**src/rtl/serial_sub_pkg.sv**
```systemverilog
// Shared types and defaults for the bit-serial subtractor.
package serial_sub_pkg;

  // Default operand/result width.
  localparam int unsigned DEF_WIDTH = 8;

  // Controller state encoding.
  typedef enum logic [1:0] {
    IDLE = 2'd0,
    RUN  = 2'd1,
    DONE = 2'd2
  } state_t;

endpackage

```
**src/rtl/full_sub_cell.sv**
```systemverilog
// 1-bit full subtractor: d = a - b - bin, bout = borrow out.
// Built from two half-subtractors whose borrows are ORed together.
// Ports:
//   a    : minuend bit
//   b    : subtrahend bit
//   bin  : borrow in
//   d    : difference bit
//   bout : borrow out
module full_sub_cell (
  input  logic a,
  input  logic b,
  input  logic bin,
  output logic d,
  output logic bout
);

  logic hs1_d;
  logic hs1_b;
  logic hs2_b;

  // First half-subtractor: a - b.
  assign hs1_d = a ^ b;
  assign hs1_b = ~a & b;

  // Second half-subtractor: (a - b) - bin.
  assign d     = hs1_d ^ bin;
  assign hs2_b = ~hs1_d & bin;

  // At most one stage can borrow, so an OR merges them.
  assign bout  = hs1_b | hs2_b;

endmodule

```
**src/rtl/serial_sub_ctrl.sv**
```systemverilog
// Bit-serial WIDTH-bit subtractor: diff = a - b, one bit per clock, LSB first.
// Ports:
//   clk        : rising-edge clock
//   rst        : asynchronous active-high reset
//   start      : request, sampled only in IDLE or DONE
//   a, b       : operands, captured on an accepted start
//   busy       : high while bits are being processed
//   done       : one-cycle pulse; diff/borrow_out valid from this cycle
//   diff       : registered result a - b mod 2^WIDTH
//   borrow_out : final borrow, 1 iff a < b (unsigned)
module serial_sub_ctrl
  import serial_sub_pkg::*;
#(
  parameter int unsigned WIDTH = DEF_WIDTH
) (
  input  logic             clk,
  input  logic             rst,
  input  logic             start,
  input  logic [WIDTH-1:0] a,
  input  logic [WIDTH-1:0] b,
  output logic             busy,
  output logic             done,
  output logic [WIDTH-1:0] diff,
  output logic             borrow_out
);

  localparam int unsigned CNT_W = $clog2(WIDTH + 1);

  state_t             state_q;
  state_t             state_d;
  logic [WIDTH-1:0]   a_sr;
  logic [WIDTH-1:0]   b_sr;
  logic [WIDTH-1:0]   res_sr;
  logic               borrow_q;
  logic [CNT_W-1:0]   cnt_q;
  logic               cell_d;
  logic               cell_bout;
  logic               load_c;
  logic               last_bit_c;

  // Single arithmetic cell, fed from the operand LSBs and the borrow flop.
  full_sub_cell u_cell (
    .a    (a_sr[0]),
    .b    (b_sr[0]),
    .bin  (borrow_q),
    .d    (cell_d),
    .bout (cell_bout)
  );

  // Next-state logic; load_c marks an accepted start.
  always_comb begin
    state_d    = state_q;
    load_c     = 1'b0;
    last_bit_c = 1'b0;
    case (state_q)
      IDLE: begin
        if (start) begin
          load_c  = 1'b1;
          state_d = RUN;
        end
      end
      RUN: begin
        last_bit_c = (cnt_q == CNT_W'(WIDTH - 1));
        if (last_bit_c) begin
          state_d = DONE;
        end
      end
      DONE: begin
        if (start) begin
          load_c  = 1'b1;
          state_d = RUN;
        end else begin
          state_d = IDLE;
        end
      end
      default: state_d = IDLE;
    endcase
  end

  // State register with registered handshake outputs.
  always_ff @(posedge clk or posedge rst) begin
    if (rst) begin
      state_q <= IDLE;
      busy    <= 1'b0;
      done    <= 1'b0;
    end else begin
      state_q <= state_d;
      busy    <= (state_d == RUN);
      done    <= (state_d == DONE);
    end
  end

  // Operand/result shift datapath, bit counter and borrow flop.
  always_ff @(posedge clk or posedge rst) begin
    if (rst) begin
      a_sr       <= '0;
      b_sr       <= '0;
      res_sr     <= '0;
      borrow_q   <= 1'b0;
      cnt_q      <= '0;
      diff       <= '0;
      borrow_out <= 1'b0;
    end else if (load_c) begin
      a_sr     <= a;
      b_sr     <= b;
      borrow_q <= 1'b0;
      cnt_q    <= '0;
    end else if (state_q == RUN) begin
      a_sr     <= {1'b0, a_sr[WIDTH-1:1]};
      b_sr     <= {1'b0, b_sr[WIDTH-1:1]};
      res_sr   <= {cell_d, res_sr[WIDTH-1:1]};
      borrow_q <= cell_bout;
      cnt_q    <= cnt_q + CNT_W'(1);
      // Publish on the final bit; the last difference bit lands in the MSB.
      if (last_bit_c) begin
        diff       <= {cell_d, res_sr[WIDTH-1:1]};
        borrow_out <= cell_bout;
      end
    end
  end

endmodule

```
**config.mk**
```make
export PLATFORM = sky130hd
export DESIGN_NAME = serial_sub_ctrl
export DESIGN_NICKNAME = d
export VERILOG_FILES = /design/src/rtl/serial_sub_pkg.sv /design/src/rtl/full_sub_cell.sv /design/src/rtl/serial_sub_ctrl.sv
export SDC_FILE = /design/constraint.sdc
export NUM_CORES = 1
export LEC_CHECK = 0
export BUFFER_PORTS_ARGS = -buffer_cell sky130_fd_sc_hd__buf_2
export CORE_UTILIZATION = 50
export DETAILED_ROUTE_END_ITERATION = 10
export PLACE_DENSITY = 0.78
export SLEW_MARGIN = 20
export SYNTH_ARGS = -nofsm -noshare
export SYNTH_HDL_FRONTEND = slang
export SYNTH_SLANG_ARGS = --single-unit
```
**constraint.sdc**
```tcl
create_clock -name clk -period 3.3 [get_ports clk]
set_input_delay 0.165 -clock clk [delete_from_list [all_inputs] [get_ports clk]]
set_output_delay 0.165 -clock clk [all_outputs]
set_load 0.01 [all_outputs]
```
==> flow_metrics.py <==
metrics = {
    "grt": {
        "grt_pass1_wl_mm": 5.04,
        "grt_antenna_before_repair": 0,
        "grt.overflow.total": 0,
        "grt_pass1_vias": 1161,
        "grtUsageTotal_pct": 19.4,
        "grt_max_degree": 42,
    },
    "power": {
        "power_density_mw_per_mm2": 937,
        "p_clk_share_pct": 13.2,
        "switching_share_pct": 38.3,
        "finalPower_uw": 1800,
        "p_comb_share_pct": 38.6,
        "p_int_uw": 1110,
        "power_leakage_uw": 0.000985,
        "power_frac_seq_pct": 48.2,
        "p_sw_uw": 691,
        "vdd_drop_max_mv": 0.389,
    },
    "critical_path": {
        "reg2reg_to": "diff[1]",
        "r2r-start": "state_q[1]",
        "crit_path_max_fanout": 25,
        "reg2regPathDepth": 4,
        "worst-path-buf-inv": 1,
        "crit_required_ps": 3540,
        "cp.depth": 4,
        "crit_end": "diff[1]",
        "r2r_setup_slack_ps": 1580,
        "criticalPathCategory": "reg2reg",
        "crit_chain": "nand2b_1 -> buf_4 -> nor3_4 -> mux2_2",
        "cpPeakStageDelay_ps": 470,
        "cp-start-kind": "flip-flop",
        "arrival_ps": 1960,
        "crit_start": "state_q[1]",
        "cp_slowest_cell": "nor3_4",
        "crit_family": "simple AND/OR/NAND/NOR gates",
        "cp-end-kind": "flip-flop",
    },
    "clock_network": {
        "htreeDepth": 2,
        "numCtsBuffers": 5,
        "post_cts_resized": 0,
        "clock_path_buffers": 2,
        "cts.sinks": 41,
        "clk_pin_slew_worst_paths_ps": 120,
        "cts_tree": "done",
        "clock_latency_ps": 350,
        "cts-root-buf": "clkbuf_4",
    },
    "placement": {
        "place_congestion": 0.731,
        "dp_slack_ps": 1600,
        "dp_hpwl_mm": 1.94,
        "port_buffers": 29,
    },
    "cells_and_area": {
        "area_growth_pct": 13.5,
        "final_cell_mix": "nand2_1 (47), dfrtp_1 (41), buf_2 (29)",
        "multi_input_area_um2": 608,
        "diodes": 0,
        "regArea_mm2": 0.00103,
        "final_common_cell": "nand2_1",
        "fin_nets": 209,
        "drive_gt1_share_pct": 25.4,
        "fillers": 261,
    },
    "timing": {
        "slew_viol_final": 0,
        "finalCriticalPeriod_ps": 1720,
        "period_share_pct": 52.1,
        "hold_slack_ps": 30.7,
        "final_hold_viol_count": 0,
        "final.setup.tns_ps": 0,
        "tightest_slew_ps": 866,
        "maxSlewHeadroom_pct": 42.2,
        "fmax_ghz": 0.582,
        "grt_setup_unrepaired": "no",
        "final.setup.worst_slack_ps": 1580,
        "fin_worst_skew_ps": 9.22,
        "setup_viol": 0,
    },
    "drt": {
        "wirelength_mm": 2.94,
        "wl_per_cell_um": 12.6,
        "dr.pass1.iters": 4,
        "via_per_inst": 5.06,
        "num_vias": 1180,
        "drt_iter0_markers": 45,
        "final_antenna_net_count": 0,
        "drc_errors": 0,
    },
    "floorplanning": {
        "die_area_mm2": 0.00363,
        "start_util_pct": 54.2,
        "rows": 20,
        "dieWidth_um": 60.3,
        "die_y_um": 60.3,
        "fp.coreArea_mm2": 0.00313,
        "pin_count": 30,
    },
    "logic_synthesis": {
        "synth_nets": 180,
        "yosys_most_used_dff": "dfrtp_1",
        "yosysUniqueCellTypes": 25,
        "synthTopCellsByArea": "dfrtp_1 (60%), nand2_1 (10%), mux2_2 (6.0%)",
        "syn-cell-area_mm2": 0.00170,
        "yosysTopAreaCellShare_pct": 60.5,
        "synth_edf_count": 0,
        "synth_seq_cells": 41,
        "async_reset_ff_share_pct": 100,
        "syn_avg_cell_area_um2": 10.7,
        "synth-seq-area-share_pct": 60.5,
        "synth.largest_area_cell": "dfrtp_1",
        "yosysWarnings": 0,
        "synthCells": 159,
    },
    "run_status": {
        "run_status": "completed",
    },
    "min_path": {
        "hold_class": "in2reg",
    },
    "run": {
        "drv_cap": 0,
    },
}
## worst min-delay path by stage
stage / from / end / cells past startpoint
after global placement: rst / res_sr[1] / 3
after floorplan: b[7] / b_sr[7] / 1
final: a[7] / a_sr[7] / 2
after detailed placement: rst / done / 3
after global routing: a[7] / a_sr[7] / 2
after CTS: a[7] / a_sr[7] / 2
## stage by stage
step / util, % / area, µm² / instances
4_1_cts: 61.6 / 1930 / 233
5_1_grt: 61.6 / 1930 / 233
3_3_place_gp: 59.6 / 1860 / 224
6_report: 61.6 / 1930 / 233
2_1_floorplan: - / 1700 / 159
3_5_place_dp: 59.6 / 1860 / 224
## area by class of cell
class	count	area share (%)
inverters	4	0.780
well taps	44	2.86
flip-flops and latches	41	53.3
repair buffers	32	8.84
clock inverters	2	0.520
multi-input cells	104	31.6
clock buffers	6	2.14
## cell families after synthesis
family / share of synthesized area [%]
AO/OA/AOI/OAI: 8.04
flip-flops: 60.5
multiplexers: 7.74
AND/OR/NAND/NOR: 17.6
buffers and inverters: 3.69
adder cells (fa/ha/maj): 1.92
XOR/XNOR: 0.516
## power groups by stage
stage	sequential [µW]	combinational, µW	clock, µW
5_1_grt	898	796	267
4_1_cts	871	708	250
6_report	870	696	238
2_1_floorplan	878	522	0
3_5_place_dp	880	703	0
3_3_place_gp	868	680	0
## cell usage after synthesis (all sizes together), types with 2 or more instances
cell type  instances
nand3              7
nor2               9
clkbuf             6
a31oi              7
mux2i              3
mux2               9
buf                4
inv                4
nand2             47
a22o               3
dfrtp             41
a22oi              7
nor3               2
nand2b             2
## what timing repair did
item / in CTS / in global routing
hold endpoints to repair: 41 / 0
hold buffers: 1 / 0
setup buffers: 0 / 0
## flip-flops by register name, indices dropped and copies added, names as in the netlist
| name | count |
|---|---|
| borrow_q | 1 |
| busy | 1 |
| a_sr | 8 |
| res_sr | 7 |
| state_q | 2 |
| b_sr | 8 |
| cnt_q | 4 |
| diff | 8 |
| done | 1 |
| borrow_out | 1 |
## routing by layer
| metal | vias up | wire [µm] | GRT usage [%] | part of all wire (%) |
|---|---|---|---|---|
| li1 | 589 | - | - | - |
| met1 | 568 | 1450 | 25.0 | 49 |
| met2 | 19 | 1330 | 30.9 | 45 |
| met3 | 4 | 127 | 6.49 | 4.3 |
| met4 | 0 | 30 | 5.98 | 1.0 |
| met5 | - | 0 | 0 | 0 |
Power figures use the tool's default switching activity.
